File: src/rtl/program_sequencer_pkg.sv
// Shared types and constants for the program sequencer: FSM states, ALU codes
// with special sequencing, the HALT word and instruction-register field positions.
package program_sequencer_pkg;

    typedef enum logic [3:0] {
        ST_IDLE,
        ST_FETCH,
        ST_DECODE,
        ST_OPERAND,
        ST_EXEC,
        ST_WAIT_ALU,
        ST_WRITE,
        ST_HALT,
        ST_ERROR
    } seq_state_t;

    localparam logic [2:0] ALU_MUL  = 3'b010;
    localparam logic [2:0] ALU_DIV  = 3'b011;
    localparam logic [2:0] ALU_IMM0 = 3'b110;
    localparam logic [2:0] ALU_IMM1 = 3'b111;

    localparam logic [15:0] HALT_WORD = 16'h0000;

    localparam int unsigned IR_A_LSB   = 12;
    localparam int unsigned IR_B_LSB   = 8;
    localparam int unsigned IR_ALU_LSB = 5;
    localparam int unsigned IR_W_LSB   = 1;
    localparam int unsigned IR_WE_BIT  = 0;

    typedef struct packed {
        logic [3:0] a_addr;
        logic [3:0] b_addr;
        logic [2:0] alu;
        logic [3:0] w_addr;
        logic       we;
    } ir_fields_t;

    function automatic logic is_muldiv_code(input logic [2:0] code);
        return (code == ALU_MUL) || (code == ALU_DIV);
    endfunction

endpackage

File: src/rtl/program_sequencer_decode.sv
// Combinational instruction decode: splits the instruction register into
// register-file fields and flags multi-cycle ALU ops and the HALT word.
module instr_decode
    import program_sequencer_pkg::*;
(
    input  logic [15:0] ir,
    input  logic [15:0] fetched,
    output ir_fields_t  fields,
    output logic        is_muldiv,
    output logic        is_halt
);

    always_comb begin
        fields.a_addr = ir[IR_A_LSB +: 4];
        fields.b_addr = ir[IR_B_LSB +: 4];
        fields.alu    = ir[IR_ALU_LSB +: 3];
        fields.w_addr = ir[IR_W_LSB +: 4];
        fields.we     = ir[IR_WE_BIT];
    end

    assign is_muldiv = is_muldiv_code(ir[IR_ALU_LSB +: 3]);
    // The HALT test looks at the ROM word itself, before it lands in IR.
    assign is_halt   = (fetched == HALT_WORD);

endmodule

File: src/rtl/program_sequencer.sv
// Program sequencer: fetches instructions from a synchronous ROM and drives the
// register-file controls, sequencing multiply/divide through the ALU handshake.
module program_sequencer
    import program_sequencer_pkg::*;
#(
    parameter int unsigned PC_W        = 4,
    parameter int unsigned PROG_LEN    = 15,
    parameter int unsigned ALU_TIMEOUT = 32
) (
    input  logic            CLK_In,
    input  logic            RST_In,
    input  logic            Run,
    input  logic [15:0]     Instr_rdata,
    input  logic            Alu_done,
    output logic [PC_W-1:0] Instr_addr,
    output logic [3:0]      Aaddr,
    output logic [3:0]      Baddr,
    output logic [2:0]      Instruction_alu,
    output logic [3:0]      Write_addr,
    output logic            Write_Enable,
    output logic [3:0]      State,
    output logic            Alu_start,
    output logic            Halted,
    output logic            Error,
    output logic            Busy
);

    localparam int unsigned CNT_W = $clog2(ALU_TIMEOUT + 1);

    seq_state_t       state, state_next;
    logic [PC_W-1:0]  pc, pc_next;
    logic [15:0]      ir, ir_next;
    logic [CNT_W-1:0] wait_cnt, wait_cnt_next;
    logic             armed, armed_next;

    ir_fields_t fields;
    logic       is_muldiv;
    logic       is_halt;
    logic       last_step;
    logic       in_program;

    instr_decode u_decode (
        .ir        (ir),
        .fetched   (Instr_rdata),
        .fields    (fields),
        .is_muldiv (is_muldiv),
        .is_halt   (is_halt)
    );

    always_ff @(posedge CLK_In) begin
        if (RST_In) begin
            state    <= ST_IDLE;
            pc       <= '0;
            ir       <= '0;
            wait_cnt <= '0;
            armed    <= 1'b0;
        end else begin
            state    <= state_next;
            pc       <= pc_next;
            ir       <= ir_next;
            wait_cnt <= wait_cnt_next;
            armed    <= armed_next;
        end
    end

    assign last_step = ((32'(pc) + 32'd1) == PROG_LEN);

    always_comb begin
        state_next      = state;
        pc_next         = pc;
        ir_next         = ir;
        wait_cnt_next   = wait_cnt;
        armed_next      = 1'b0;
        Instruction_alu = '0;
        Write_Enable    = 1'b0;
        Alu_start       = 1'b0;
        case (state)
            ST_IDLE: begin
                if (Run) state_next = ST_FETCH;
            end
            ST_FETCH: begin
                state_next = ST_DECODE;
            end
            ST_DECODE: begin
                ir_next    = Instr_rdata;
                state_next = is_halt ? ST_HALT : ST_OPERAND;
            end
            // Mul/div codes would make the register file write RAM[14]/[15] on
            // every edge, so they are hidden until the WRITE cycle.
            ST_OPERAND: begin
                Instruction_alu = is_muldiv ? '0 : fields.alu;
                state_next      = ST_EXEC;
            end
            ST_EXEC: begin
                Instruction_alu = is_muldiv ? '0 : fields.alu;
                if (is_muldiv) begin
                    Alu_start     = 1'b1;
                    wait_cnt_next = '0;
                    state_next    = ST_WAIT_ALU;
                end else begin
                    state_next = ST_WRITE;
                end
            end
            ST_WAIT_ALU: begin
                Instruction_alu = is_muldiv ? '0 : fields.alu;
                if (Alu_done) begin
                    state_next = ST_WRITE;
                end else if (wait_cnt == CNT_W'(ALU_TIMEOUT - 1)) begin
                    state_next = ST_ERROR;
                end else begin
                    wait_cnt_next = wait_cnt + CNT_W'(1);
                end
            end
            ST_WRITE: begin
                Instruction_alu = fields.alu;
                Write_Enable    = fields.we;
                if (last_step) begin
                    state_next = ST_HALT;
                end else begin
                    pc_next    = pc + PC_W'(1);
                    state_next = Run ? ST_FETCH : ST_IDLE;
                end
            end
            // Restart needs a Run low-then-high; armed remembers the low phase.
            ST_HALT: begin
                armed_next = armed | ~Run;
                if (Run && armed) begin
                    armed_next = 1'b0;
                    pc_next    = '0;
                    state_next = ST_FETCH;
                end
            end
            ST_ERROR: begin
                state_next = ST_ERROR;
            end
            default: begin
                state_next = ST_IDLE;
            end
        endcase
    end

    assign in_program = state inside {ST_FETCH, ST_DECODE, ST_OPERAND,
                                      ST_EXEC, ST_WAIT_ALU, ST_WRITE};

    assign Instr_addr = pc;
    assign Aaddr      = fields.a_addr;
    assign Baddr      = fields.b_addr;
    assign Write_addr = fields.w_addr;
    assign State      = in_program ? (4'(pc) + 4'd1) : 4'd0;
    assign Busy       = in_program;
    assign Halted     = (state == ST_HALT);
    assign Error      = (state == ST_ERROR);

endmodule
File: config.mk
export PLATFORM = sky130hd
export DESIGN_NAME = program_sequencer
export DESIGN_NICKNAME = d
export VERILOG_FILES = /design/src/rtl/program_sequencer_pkg.sv /design/src/rtl/program_sequencer_decode.sv /design/src/rtl/program_sequencer.sv
export SDC_FILE = /design/constraint.sdc
export NUM_CORES = 1
export LEC_CHECK = 0
export CAP_MARGIN = 20
export CORE_ASPECT_RATIO = 1.25
export CORE_MARGIN = 10
export CORE_UTILIZATION = 38
export CTS_CLUSTER_SIZE = 10
export DETAILED_ROUTE_END_ITERATION = 16
export GPL_TIMING_DRIVEN = 0
export HOLD_SLACK_MARGIN = 0.03
export PLACE_DENSITY = 0.65
export REMOVE_ABC_BUFFERS = 1
export SLEW_MARGIN = 5
export SYNTH_ARGS = -nofsm -noshare
export SYNTH_HDL_FRONTEND = slang
export SYNTH_HIERARCHICAL = 1
export SYNTH_SLANG_ARGS = --single-unit
File: constraint.sdc
create_clock -name CLK_In -period 2.3 [get_ports CLK_In]
set_input_delay 0.46 -clock CLK_In [delete_from_list [all_inputs] [get_ports CLK_In]]
set_output_delay 0.46 -clock CLK_In [all_outputs]
set_load 0.01 [all_outputs]
## After elaboration in Yosys (flattened, before gate mapping)

Index checks and enable logic that the tools add are counted.
W data, S select, Z words.

- Output and inout bits: 28
- Logic and storage cells: 64
- Register bits after elaboration: 31
- Input bits: 20

- Reductions and logical operators: 12
- Equality and inequality tests: 19
- Add/subtract/negate cells: 3
- Multiplexer cells: 22
- Bitwise logic cells: 3

Operator list:

| kind | number |
|---|---|
| $pmux W4 S9 | 1 |
| $mux W4 | 7 |
| $mux W6 | 3 |
| $eq A4 B3 Y1 const B | 4 |
| $logic_not A16 Y1 | 1 |
| $pmux W6 S2 | 1 |
| $ne A2 B2 Y1 const B | 5 |
| $mux W3 | 3 |
| $eq A4 B2 Y1 const B | 2 |
| $pmux W4 S2 | 1 |
| $add A6 B1 Y6 const B | 1 |
| $eq A3 B2 Y1 const B | 2 |
| $eq A6 B5 Y1 const B | 1 |
| $pmux W3 S2 | 1 |
| $reduce_and A3 Y1 | 2 |
| $reduce_bool A6 Y1 | 1 |
| $reduce_or A3 Y1 | 2 |
| $add A4 B1 Y5 const B | 1 |
| $eq A5 B4 Y1 const B | 1 |
| $add A4 B1 Y4 const B | 1 |
| $eq A4 B1 Y1 const B | 1 |
| $eq A4 B4 Y1 const B | 1 |
| $logic_not A4 Y1 | 1 |
| $mux W1 | 4 |
| 9 further kinds | 11 |

## Depth between registers and ports, before layout

Gate-level depths: netlist of run 1.

- Word-level depth: 4
- Mapped depth: 7
- Gate-level depth less buffers: 7

## By module

Netlist of run 1, hierarchy kept.

By module, submodules not included:

| module | cells each | seq. area each (µm²) | instances | area an instance (µm²) |
|---|---|---|---|---|
| program_sequencer | 205 | 620.6 | 1 | 1607.8 |
| instr_decode | 22 | 0.0 | 1 | 160.2 |

## Worst setup path after synthesis of run 1

Ideal clock, no wire load.

- Kind: reg-to-reg
- Start: register pc[0] (netlist: Instr_addr[0])
- End: register pc[1] (netlist: Instr_addr[1])
- Required time: 2.179 ns
- Library setup time: 0.121 ns
- Buffers on the path: 0
- Period minus slack after synthesis: 1.725 ns
- Cell stages (with the launch flop): 6
- Arrival: 1.604 ns
- Path slack: 0.575 ns
- Path through: dfxtp_1 -> ha_1 -> nand3b_1 -> a21oi_1 -> a211o_1 -> mux2_2

- Cells in the longest elaborated chain, start to end: 4
- Elaborated cells between the ends (all ways): 7
- Classes of those cells: add/sub: 2; eq/ne: 2; mux: 2; reduce/logical: 1

RTL lines:

| what | RTL line | source |
|---|---|---|
| start: declaration | program_sequencer.sv:31 | `logic [PC_W-1:0] pc, pc_next;` |
| start signal: assignment | program_sequencer.sv:59 | `pc <= pc_next;` |
| $add A4 B1 Y5 | program_sequencer.sv:66 | `assign last_step = ((32'(pc) + 32'd1) == PROG_LEN);` |
| $eq A5 B4 Y1 | program_sequencer.sv:66 |  |
| $ne A2 B2 Y1 (no source line) | -- |  |
| $reduce_and A3 Y1 (no source line) | -- |  |

Parallel ways exist; a longest one is shown, timed or not. The select of a mux whose other input is x is not followed.
A chain may end at the register's enable or synchronous reset.

## Final worst setup path of run 1

- Start: register state[3]
- End: output Halted

- Cells in the longest elaborated chain, start to end: 1

RTL lines:

| what | RTL line | source |
|---|---|---|
| start: declaration | program_sequencer.sv:30 | `seq_state_t state, state_next;` |
| start signal: assignment | program_sequencer.sv:58 | `state <= state_next;` |
| $eq A4 B3 Y1 | program_sequencer.sv:151 | `assign Halted = (state == ST_HALT);` |
| end: declaration | program_sequencer.sv:23 | `output logic Halted,` |

No other way between the ends.

==> run_results.csv, run 1 <==
group,metric,value,unit
timing,maxSlewViolCount,0,
min_path,hold_path_class,"reg -> reg",
critical_path,cp_data_arrival_time,1770,ps
place,dp_slack,-122,ps
clock_network,clock_latency,280,ps
floorplan,die_height,96.3,um
clock_network,cts_buffers,5,
logic_synthesis,synth_largest_area_cell,"dfxtp_1",
flow_run,max_cap_viol_count,0,
place,place_area,2150,sq um
logic_synthesis,yosys_warnings,6,
route,via_per_inst,5.14,
clock_network,holdBufCountCts,0,
logic_synthesis,seq_area_frac_synth,0.351,
route,via_count,1609,
critical_path,worstPathRequired,1840,ps
place,io_buffers,47,
logic_synthesis,synthTopCellsByCount,"39 x nand2_1, 31 x dfxtp_1, 22 x a21oi_1, 17 x buf_4, 16 x nor2_1",
global_route,grt_pass1_vias,1516,
timing,hold_violations,0,
timing,fmax,449,MHz
logic_synthesis,synth.most_common_cell,"nand2_1",
critical_path,path_cells,"and2b_4 > and3_2 > clkdlybuf4s50_1",
global_route,grt_pass1_wl,7120,um
final_layout,n_fill_cell,467,
pwr,finalPower,1.87,mW
logic_synthesis,synthMuxAreaShare,0.00637,
clock_network,cts_tree,"done",
pwr,leakage,0.819,nW
critical_path,reg2reg_depth,6,
floorplan,num_rows,27,
global_route,overflow,0,
pwr,peakVddDrop,0.396,mV
critical_path,critPathMaxStageDelay,560,ps
timing,clock_skew,3.09,ps
global_route,antenna_found_initial,0,
final_layout,fin_area,2270,sq um
floorplan,initial_utilization,0.396,
route,routed_wl,4400,um
logic_synthesis,syn_area,1770,sq um
logic_synthesis,ys.flop_type,"dfxtp_1",
critical_path,cp_max_fo,8,
final_layout,drive_above_1_share,0.102,
route,firstDrtPassIters,4,
floorplan,dieArea,7800,sq um
logic_synthesis,yosys_register_bits,31,
logic_synthesis,synthArstFlopShare,0,
global_route,grt_max_degree,30,
logic_synthesis,synth_top_area_share,0.351,
logic_synthesis,yosys.area_share.adder,0.0212,
place,dp.cells,305,
critical_path,regToRegStartpoint,"Instr_addr[0]",
place,place_hpwl,3250,um
clock_network,clk_pin_slew_worst_paths,60,ps
timing,setup_violations,0,
timing,max_slew_margin,0.287,
final_layout,fin_cells,313,
critical_path,crit_family,"simple AND/OR/NAND/NOR gates",
floorplan,dieWidth,81.0,um
critical_path,startpoint_type,"flip-flop",
route,wl_per_cell,14.0,um
logic_synthesis,synthCells,227,
logic_synthesis,ys_types,44,
logic_synthesis,synth_compound_area_frac,0.179,
critical_path,r2r_slack,440,ps
route,post-route-drc-count,0,
min_path,hold_path.startpoint,"ir[5]",
timing,finalCritPeriodShare,0.969,
timing,setup_ws,70.5,ps
floorplan,io_pins,48,
timing,worst_pin_slew,1070,ps
global_route,grt_use_total,0.117,
final_layout,fin_nets,278,
logic_synthesis,synth_top_family_by_area,"simple AND/OR/NAND/NOR gates",
run_status,outcome,"finished, final reports clean",
critical_path,critical_path_class,"reg -> out",
logic_synthesis,synthXorXnorAreaFrac,0.0396,
timing,whs,451,ps
final_layout,insertedDiodeCount,0,
logic_synthesis,synth_simple_gate_area_frac,0.288,
logic_synthesis,synth_edf_count,0,
clock_network,htree_levels,2,
pwr,powerDensity,823,nW/um^2
critical_path,r2r_end,"Instr_addr[1]",
critical_path,crit_slowest_cell,"clkdlybuf4s50_1",
min_path,hold_end,"ir[5]",
critical_path,worstSetupEndpointType,"output port",
floorplan,core_area,4460,sq um
timing,min_period,2230,ps
clock_network,cts_num_sinks,31,
logic_synthesis,synth_area_leaders,"dfxtp_1 35%, nand2_1 8.3%, buf_4 7.2%, a21oi_1 6.2%, nor2_1 3.4%",
clock_network,cts_root_buffer,"clkbuf_8",
route,final_antenna_net_count,0,
critical_path,path_buf_inv,1,
route,drtIter0Drc,87,
clock_network,max-clock-path-buffers,2,
timing,grt_setup_unrepaired,"no",
final_layout,syn2layout_area_growth,28.5,%
place,globalplace.congestion,0.824,
logic_synthesis,synth.avg_cell_area,7.79,sq um
min_path,hold_path_depth,2,
==> cell type report <==
cell class	instances	area, sq um	share of cell area
multi-input combinational	160	965	0.425
tap	58	72.6	0.0319
clock buffer	6	82.6	0.0363
timing repair buffer	49	483	0.213
sequential	31	634	0.279
clock inverter	1	5.00	0.00220
inverter	8	30.0	0.0132
==> per-stage QoR <==
stage | setup TNS [ps] | util
2_1_floorplan | 0 | -
6_report | 0 | 0.510
3_3_place_gp | -3180 | 0.480
4_1_cts | 0 | 0.508
5_1_grt | 0 | 0.510
3_5_place_dp | -501 | 0.483
==> tightest hold or removal path, stage by stage (launching register included) <==
cell	delay, ps
dfxtp_1	310
nand2_1	50
a21oi_1	50
==> how the worst max path moves through the flow <==
stage / start / end / cells past startpoint
2_1_floorplan: state[0] / ir[0] / 4
3_3_place_gp: state[0] / ir[10] / 4
3_5_place_dp: state[0] / Instruction_alu[2] / 6
4_1_cts: state[3] / Halted / 3
5_1_grt: state[2] / State[1] / 4
6_report: state[3] / Halted / 3
==> power by group <==
group | internal, mW | total, mW | switching, mW
sequential | 0.633 | 0.741 | 0.108
combinational | 0.356 | 0.702 | 0.346
clock | 0.234 | 0.427 | 0.193
total | 1.22 | 1.87 | 0.647
==> kinds of logic (layout without fill, tap and decap cells) <==
kind of cell | count (synthesis) | after routing
xor gates and xnor gates | 8 | 8
muxes | 1 | 1
AOI/OAI and AO/OA | 49 | 49
and+or+nand+nor | 99 | 99
buffers and inverters | 36 | 64
adders and majority gates | 3 | 3
DFF | 31 | 31
==> routing by layer <==
metal	GRT usage	share of wire	wire length, um
met4	0.0694	0.025	108
met5	0	0	0
met2	0.211	0.51	2230
met1	0.115	0.39	1710
met3	0.0364	0.079	349
==> timing repair <==
action,in CTS,in global routing
setup endpoints to repair,12,6
cloned,0,0
resized for setup,15,3
buffers inserted,1,0
==> state kept, by name (all words and copies together) (netlist names) <==
register,count
ir,16
armed,1
Instr_addr,4
wait_cnt,6
state,4
==> layout by cell type, fill, tap and decap left out, types with 2 or more instances in the layout <==
cell type and count:
nor2b_1 5, and3_1 3, o21ai_0 6, xnor2_1 4, dfxtp_1 26, nand3_1 3, nor2_1 16, nor3_1 3
and3_2 2, or3_1 2, nand2_1 39, clkbuf_8 6, and4_1 2, a211o_1 2, ha_1 3, inv_1 8
o2111ai_1 2, xor2_1 4, o22ai_1 3, dfxtp_4 3, a21boi_0 2, a31oi_1 3, nand2b_1 3, nand3b_1 3
dlygate4sd2_1 5, nor4_1 5, and2_1 3, a21oi_1 22, dfxtp_2 2, clkdlybuf4s50_1 42
Note: power is estimated with default switching activity, not from simulation.
==> run 2: changes to the inputs <==
Clock period 2.3 ns to 2.5 ns, I/O delays scaled along.
==> run_results.csv, run 2 (synthesis gave the netlist of run 1 again) <==
group,metric,value,unit
pwr,peakVddDrop,0.364,mV
critical_path,cp_data_arrival_time,1900,ps
route,firstDrtPassIters,4,
critical_path,worstSetupEndpointType,"output port",
global_route,overflow,0,
timing,grt_setup_unrepaired,"no",
floorplan,io_pins,48,
clock_network,cts_root_buffer,"clkbuf_8",
final_layout,largest_register,"ir",
floorplan,die_height,96.3,um
timing,setup_ws,99.6,ps
floorplan,dieArea,7800,sq um
min_path,hold_path_depth,2,
timing,whs,451,ps
clock_network,clock_latency,280,ps
route,drtIter0Drc,91,
timing,min_period,2400,ps
floorplan,num_rows,27,
min_path,hold_path.startpoint,"ir[5]",
final_layout,largestRegisters,"ir x16, wait_cnt x6",
final_layout,syn2layout_area_growth,28.7,%
flow_run,max_cap_viol_count,0,
global_route,grt_pass1_wl,7040,um
floorplan,initial_utilization,0.396,
min_path,hold_path_class,"reg -> reg",
global_route,grt_use_total,0.115,
route,post-route-drc-count,0,
clock_network,max-clock-path-buffers,2,
critical_path,critical_path_class,"reg -> out",
final_layout,insertedDiodeCount,0,
critical_path,reg2reg_depth,5,
clock_network,htree_levels,2,
global_route,grt_pass1_vias,1489,
clock_network,cts_num_sinks,31,
timing,hold_violations,0,
critical_path,path_cells,"and2b_4 > and3_1 > clkdlybuf4s50_1",
place,place_hpwl,3250,um
global_route,grt_max_degree,30,
min_path,hold_end,"ir[5]",
timing,fmax,417,MHz
timing,max_slew_margin,0.304,
final_layout,n_fill_cell,465,
final_layout,final_common_cell,"clkdlybuf4s50_1",
route,via_count,1610,
clock_network,cts_tree,"done",
critical_path,critPathMaxStageDelay,590,ps
route,routed_wl,4360,um
final_layout,largest_reg_flops,16,
place,dp_slack,37.9,ps
timing,setup_tns,0,ps
critical_path,startpoint_type,"flip-flop",
place,globalplace.congestion,0.824,
timing,maxSlewViolCount,0,
global_route,antenna_found_initial,0,
critical_path,worstPathRequired,2000,ps
final_layout,fin_nets,279,
critical_path,regToRegStartpoint,"Instr_addr[0]",
clock_network,holdBufCountCts,0,
critical_path,path_buf_inv,1,
pwr,leakage,0.852,nW
critical_path,r2r_end,"Instr_addr[1]",
critical_path,r2r_slack,560,ps
route,final_antenna_net_count,0,
critical_path,cp_max_fo,8,
timing,clock_skew,3.17,ps
run_status,outcome,"finished, final reports clean",
floorplan,core_area,4460,sq um
place,io_buffers,47,
timing,worst_pin_slew,1040,ps
floorplan,dieWidth,81.0,um
critical_path,crit_family,"simple AND/OR/NAND/NOR gates",
clock_network,cts_buffers,5,
final_layout,drive_above_1_share,0.0781,
final_layout,layout_common_cells,"44 x clkdlybuf4s50_1, 39 x nand2_1, 28 x dfxtp_1",
route,wl_per_cell,13.9,um
critical_path,crit_slowest_cell,"clkdlybuf4s50_1",
clock_network,clk_pin_slew_worst_paths,60,ps
timing,finalCritPeriodShare,0.960,
route,via_per_inst,5.13,
pwr,powerDensity,750,nW/um^2
timing,setup_violations,0,
[run 2: cell count changes in the layout (fill, tap and decap cells not counted), moves of 2 or more]
| cell | previous run | this run |
|---|---|---|
| dfxtp_1 | 26 | 28 |
| dlymetal6s2s_1 | 0 | 3 |
| dlygate4sd2_1 | 5 | 0 |
| and3_2 | 2 | 0 |
| dfxtp_2 | 2 | 0 |
| clkdlybuf4s50_1 | 42 | 44 |
| and3_1 | 3 | 5 |
[run 2: routing by layer]
metal / vias to the layer above / routed length (um) / global-route usage
li1: 822 / - / -
met1: 741 / 1670 / 0.118
met2: 40 / 2230 / 0.203
met3: 7 / 346 / 0.0354
met4: 0 / 108 / 0.0694
met5: - / 0 / 0
[run 2: power by group]
group / total [mW] / internal, mW / switching (mW)
Sequential: 0.678 / 0.582 / 0.0963
Clock: 0.392 / 0.215 / 0.177
Combinational: 0.637 / 0.320 / 0.317
Total: 1.71 / 1.12 / 0.590
[run 2: what timing repair did]
action                                  CTS  global route
endpoints found under the setup margin   11             5
gates resized for setup                   4             5
buffers inserted                          0             2
pin swaps                                 0             0
[run 2: metrics by stage]
stage	instance area, sq um	instances	power [mW]	utilization
5_1_grt	2280	314	1.84	0.510
6_report	2280	314	1.71	0.510
4_1_cts	2250	312	1.71	0.504
2_1_floorplan	1600	199	1.01	-
3_3_place_gp	2140	304	1.28	0.480
3_5_place_dp	2150	305	1.30	0.483
[run 2: worst max-delay path by stage]
stage                     startpoint            endpoint  slack (ps)  cells past startpoint
after floorplan             state[0]               ir[0]         680                      4
after global placement      state[0]              ir[10]          10                      4
after detailed placement    state[0]  Instruction_alu[2]          40                      6
after CTS                   state[1]  Instruction_alu[2]           7                      5
after global routing        state[3]           Alu_start           3                      3
final                       state[3]           Alu_start         100                      3
[run 2: worst register-to-register path: cells and delay by family, from the launching register on]
family	cells	cell delay (ps)
compound gates	2	590
fa+ha+maj	1	310
flops	1	500
mux	1	340
simple gates	1	100
[run 2: cell type report]
| type | instances | area [sq um] | area share |
|---|---|---|---|
| clock buffer | 6 | 82.6 | 0.0363 |
| clock inverter | 1 | 5.00 | 0.00220 |
| inverter | 8 | 30.0 | 0.0132 |
| multi-input combinational | 160 | 950 | 0.417 |
| sequential | 31 | 632 | 0.278 |
| tap | 58 | 72.6 | 0.0319 |
| timing repair buffer | 50 | 504 | 0.222 |
